===== src/rtl/pry2idx_seq.sv =====
//============================================================================
// Module      : pry2idx_seq
// Description : Sequential priority-to-index converter. Captures a bit
//               vector over a valid/ready port and emits the binary index
//               of every set bit, LSB first, one per cycle on a valid/ready
//               stream with a last flag.
//               Optional macro PRY2IDX_SEQ_CNT_EN adds m_cnt, the number of
//               set bits still pending (current beat included).
// Revision    : 1.0 - initial release
//============================================================================
`default_nettype none

module pry2idx_seq #(
    parameter  int WIDTH     = 32,
    localparam int WIDTH_LOG = $clog2(WIDTH)
) (
    input  logic                 clk,
    input  logic                 rst_n,
    input  logic                 s_vld,
    output logic                 s_rdy,
    input  logic [WIDTH-1:0]     s_pry,
    output logic                 m_vld,
    input  logic                 m_rdy,
    output logic [WIDTH_LOG-1:0] m_idx,
    output logic                 m_lst,
`ifdef PRY2IDX_SEQ_CNT_EN
    output logic [WIDTH_LOG:0]   m_cnt,
`endif
    output logic                 busy
);

    typedef enum logic [0:0] {
        S_IDLE = 1'b0,
        S_SCAN = 1'b1
    } state_t;

    localparam logic [WIDTH-1:0] c_ONE = WIDTH'(1);

    state_t                 r_state;
    logic [WIDTH-1:0]       r_mask;

    logic                   w_scan;
    logic                   w_hs;
    logic                   w_lst;
    logic                   w_load;
    logic [WIDTH-1:0]       w_mask_nxt;
    logic [WIDTH_LOG-1:0]   w_idx;

    assign w_scan     = (r_state == S_SCAN);
    assign w_hs       = w_scan && m_rdy;
    // Clearing the lowest set bit; also the "more than one bit" test.
    assign w_mask_nxt = r_mask & (r_mask - c_ONE);
    assign w_lst      = (r_mask != '0) && (w_mask_nxt == '0);
    // A zero vector is accepted but never loaded, so it vanishes silently.
    assign w_load     = s_vld && s_rdy && (s_pry != '0);

    // Rightmost set bit of the mask; scanning downward lets bit 0 win.
    always_comb begin
        w_idx = '0;
        for (int i = WIDTH - 1; i >= 0; i--) begin
            if (r_mask[i]) begin
                w_idx = WIDTH_LOG'(i);
            end
        end
    end

    assign m_vld = w_scan;
    assign m_idx = w_idx;
    assign m_lst = w_lst;
    assign busy  = w_scan;
    // Ready on the final beat too, so the next vector follows without a bubble.
    assign s_rdy = (r_state == S_IDLE) || (w_hs && w_lst);

    // Scan FSM and mask: load on non-zero accept, else strip one bit per beat.
    always_ff @(posedge clk or negedge rst_n) begin
        if (!rst_n) begin
            r_state <= S_IDLE;
            r_mask  <= '0;
        end else if (w_load) begin
            r_state <= S_SCAN;
            r_mask  <= s_pry;
        end else if (w_hs) begin
            r_mask <= w_mask_nxt;
            if (w_lst) begin
                r_state <= S_IDLE;
            end
        end
    end

`ifdef PRY2IDX_SEQ_CNT_EN
    logic [WIDTH_LOG:0] r_cnt;
    logic [WIDTH_LOG:0] w_pop;

    // Population count of the incoming vector, used only when it is loaded.
    always_comb begin
        w_pop = '0;
        for (int i = 0; i < WIDTH; i++) begin
            w_pop = w_pop + {{WIDTH_LOG{1'b0}}, s_pry[i]};
        end
    end

    // Remaining-beat counter tracks the mask: reload on accept, count down per beat.
    always_ff @(posedge clk or negedge rst_n) begin
        if (!rst_n) begin
            r_cnt <= '0;
        end else if (w_load) begin
            r_cnt <= w_pop;
        end else if (w_hs) begin
            r_cnt <= r_cnt - 1'b1;
        end
    end

    assign m_cnt = r_cnt;
`endif

endmodule

`default_nettype wire

===== config.mk =====
export PLATFORM = sky130hd
export DESIGN_NAME = pry2idx_seq
export DESIGN_NICKNAME = d
export VERILOG_FILES = /design/src/rtl/pry2idx_seq.sv
export SDC_FILE = /design/constraint.sdc
export NUM_CORES = 1
export LEC_CHECK = 0
export CORE_UTILIZATION = 35
export CTS_BUF_LIST = sky130_fd_sc_hd__clkbuf_8 sky130_fd_sc_hd__clkbuf_16
export CTS_CLUSTER_DIAMETER = 150
export CTS_CLUSTER_SIZE = 40
export DETAILED_ROUTE_END_ITERATION = 10
export HOLD_SLACK_MARGIN = 0.1
export PLACE_DENSITY = 0.55
export SLEW_MARGIN = 20
export SYNTH_ARGS = -nofsm -noshare
export SYNTH_HDL_FRONTEND = slang
export SYNTH_SLANG_ARGS = --single-unit

===== constraint.sdc =====
create_clock -name clk -period 7.3 [get_ports clk]
set_input_delay 1.825 -clock clk [delete_from_list [all_inputs] [get_ports clk]]
set_output_delay 1.825 -clock clk [all_outputs]
set_load 0.01 [all_outputs]

==> results.cfg <==
[route]
wire_per_inst_um = 16.81
dr.first_iter.drc_count = 278
num_vias = 2701
avgViaCountPerCell = 5.821
first_pass_iters = 5
drc = 0
antenna_left = 0
postRouteWirelength_mm = 7.800

[power]
p_total_uw = 994.8
ir_worst_vdd_v = 0.0001405
power.leakage_nw = 1.319
power_switching_uw = 464.1
swShare_pct = 46.65
intPower_uw = 530.7
p_seq_share_pct = 28.6
combPwrFrac_pct = 57.5
clkPwrFrac_pct = 13.9
powerDensity_mw_per_mm2 = 322.3

[placement]
numPortBuffers = 44
dpl_cell_area_mm2 = 0.003004
pre_cts_slack_ns = 1.826
gp_congestion = 0.8818
hpwl_mm = 5.571

[setup_path]
crit_path_end_kind = primary output
cp.arrival_ns = 3.86
start_kind = register
critPathMaxFanout = 11
cp.required_ns = 5.48
path_class = register to primary output

[clocking]
cts_tree = done
cts_sinks = 33
cts_max_level = 2
numCtsBuffers = 5
clk_pin_slew_ns = 0.07
root_buffer = clkbuf_8
post_cts_resized = 0
cts_setup_buffers = 0
cts_hold_buf = 0
clkLatencyLatePin_ns = 0.29
cts_buffer_depth = 2

[cells_and_area]
fin_nets = 403
layout_common_cells = inv_1, clkdlybuf4s50_1, nor2_1, o21ai_0, dfrtp_1
fillers = 731
antenna_cells = 0
syn_to_final_growth_pct = 21.17
drive_gt1_share_pct = 5.435
postLayoutCellArea_mm2 = 0.003087
layout_commonest_cell = inv_1

[synthesis]
synth_edf_count = 0
synth.distinct_cells = 52
ys_seq_elements = 33
syn_avg_cell_area_um2 = 7.537
netlist_instances = 338
ys_seq_area_share_pct = 32.42
synth_fp_nets = 374
ys_warn_count = 0
async_flop_share_pct = 100.0
synthesis.area_mm2 = 0.002547
synth_top_flop_cell = dfrtp_1

[global_route]
grt_max_degree = 34
grt_pass1_wl_mm = 13.12
grtUsageTotal_pct = 22.50
antenna_found_initial = 0
grt-ovfl-total = 0
grtUsageMet2_pct = 34.80
first_global_vias = 2571
top_usage_layer = met2
grt_util_met1_pct = 31.86
globalRouteMet3Util_pct = 2.938

[die]
io_pins = 45
start_util_pct = 36.88
die-area_mm2 = 0.007624
fp-row-count = 30
core_mm2 = 0.006907
die_y_um = 87.32
die_x_um = 87.32

[timing]
worst_slew_pin_slew_ns = 1.040
setup_viol = 0
drv_slew = 0
final.min_clock_period_ns = 5.690
tns_ns = 0
max_freq_ghz = 0.1757
fin_skew_ns = 0.003473
rsz0062_at_grt = false
finalWorstSetupSlack_ns = 1.610
holdWs_ns = 0.6357
period_share_pct = 77.94
max_slew_margin_pct = 30.66
hold_violations = 0

[hold_path]
hold_class = register to register

[flow_run]
drv_cap = 0

[run_status]
outcome = completed
==> power by group through the flow <==
stage                     Clock [mW]  Sequential [mW]  Combinational [mW]
after floorplan                    0            0.248               0.414
after global placement             0            0.285               0.568
after detailed placement           0            0.285               0.566
after CTS                      0.142            0.283               0.568
after global routing           0.149            0.294               0.631
final                          0.138            0.285               0.572
==> per-stage QoR <==
stage,std cells,util (%)
after floorplan,338,-
after global placement,456,43.50
after detailed placement,456,43.50
after CTS,464,44.69
after global routing,464,44.69
final,464,44.69
==> sequential cells by signal, summed over array words and instances (netlist names) <==
register and flops:
r_mask 32, busy 1
==> synth_stat cells (2+ instances only) <==
| cell type | number | area share, % |
|---|---|---|
| nor3_1 | 17 | 3.3 |
| o21ai_0 | 36 | 7.1 |
| o41a_1 | 2 | 0.88 |
| o21a_1 | 3 | 0.88 |
| or4_1 | 4 | 1.2 |
| dfrtp_1 | 33 | 32 |
| a31oi_1 | 13 | 3.2 |
| nor4_4 | 4 | 3.3 |
| nand2_1 | 10 | 1.5 |
| nor2_1 | 36 | 5.3 |
| buf_2 | 5 | 0.98 |
| o21ai_1 | 24 | 4.7 |
| a21oi_1 | 23 | 4.5 |
| nand3b_1 | 2 | 0.59 |
| o31ai_1 | 5 | 1.5 |
| or3_1 | 2 | 0.49 |
| nand3_1 | 3 | 0.59 |
| o22ai_1 | 7 | 1.7 |
| nor4_1 | 13 | 3.2 |
| a211o_1 | 2 | 0.69 |
| buf_4 | 4 | 1.2 |
| nand4_1 | 3 | 0.74 |
| clkbuf_1 | 14 | 2.1 |
| inv_1 | 44 | 6.5 |
| o2111ai_1 | 2 | 0.69 |
==> kinds of logic (layout without fill, tap and decap cells) <==
| kind of cell | after synthesis | in the layout | share of synthesized area [%] |
|---|---|---|---|
| DFF | 33 | 33 | 32.42 |
| buffers and inverters | 68 | 98 | 11.15 |
| AOI/OAI and AO/OA | 134 | 134 | 32.47 |
| and+or+nand+nor | 101 | 101 | 23.18 |
| adders and majority gates | 1 | 1 | 0.3929 |
| muxes | 1 | 1 | 0.3929 |
==> layer usage <==
metal / share of wire, % / vias up / routed length (um)
li1: - / 1300 / -
met1: 48 / 1285 / 3772
met2: 45 / 101 / 3488
met3: 5.3 / 15 / 411
met4: 1.6 / 0 / 127
met5: 0 / - / 0
==> path summary, 6_finish.rpt <==
path,start,end,slack [ns],cells past startpoint
worst max register to register,r_mask[2],r_mask[16],3.83,8
min in group asynchronous,rst_n,r_mask[29],1.93,2
max in group asynchronous,rst_n,r_mask[0],5.04,2
worst min register to register,r_mask[26],r_mask[26],0.64,2
worst min-delay path,r_mask[26],r_mask[26],0.64,2
worst max-delay path,r_mask[2],s_rdy,1.61,7
==> cell type report <==
type / instances / area [um^2] / area share [%]
clock inverter: 3 / 13.76 / 0.4459
inverter: 44 / 165.2 / 5.351
sequential: 33 / 825.8 / 26.75
tap: 96 / 120.1 / 3.891
multi-input combinational: 237 / 1438 / 46.57
timing repair buffer: 46 / 455.4 / 14.75
clock buffer: 5 / 68.82 / 2.229
==> critical path: stages, from the launching register on <==
cell,delay (ns)
dfrtp_1,0.47
nor4_4,0.68
nand4_2,0.34
nor4b_1,0.35
o2111ai_1,0.15
or4b_4,0.57
o31ai_1,0.38
clkdlybuf4s50_1,0.62
Note: power is estimated with default switching activity, not from simulation.
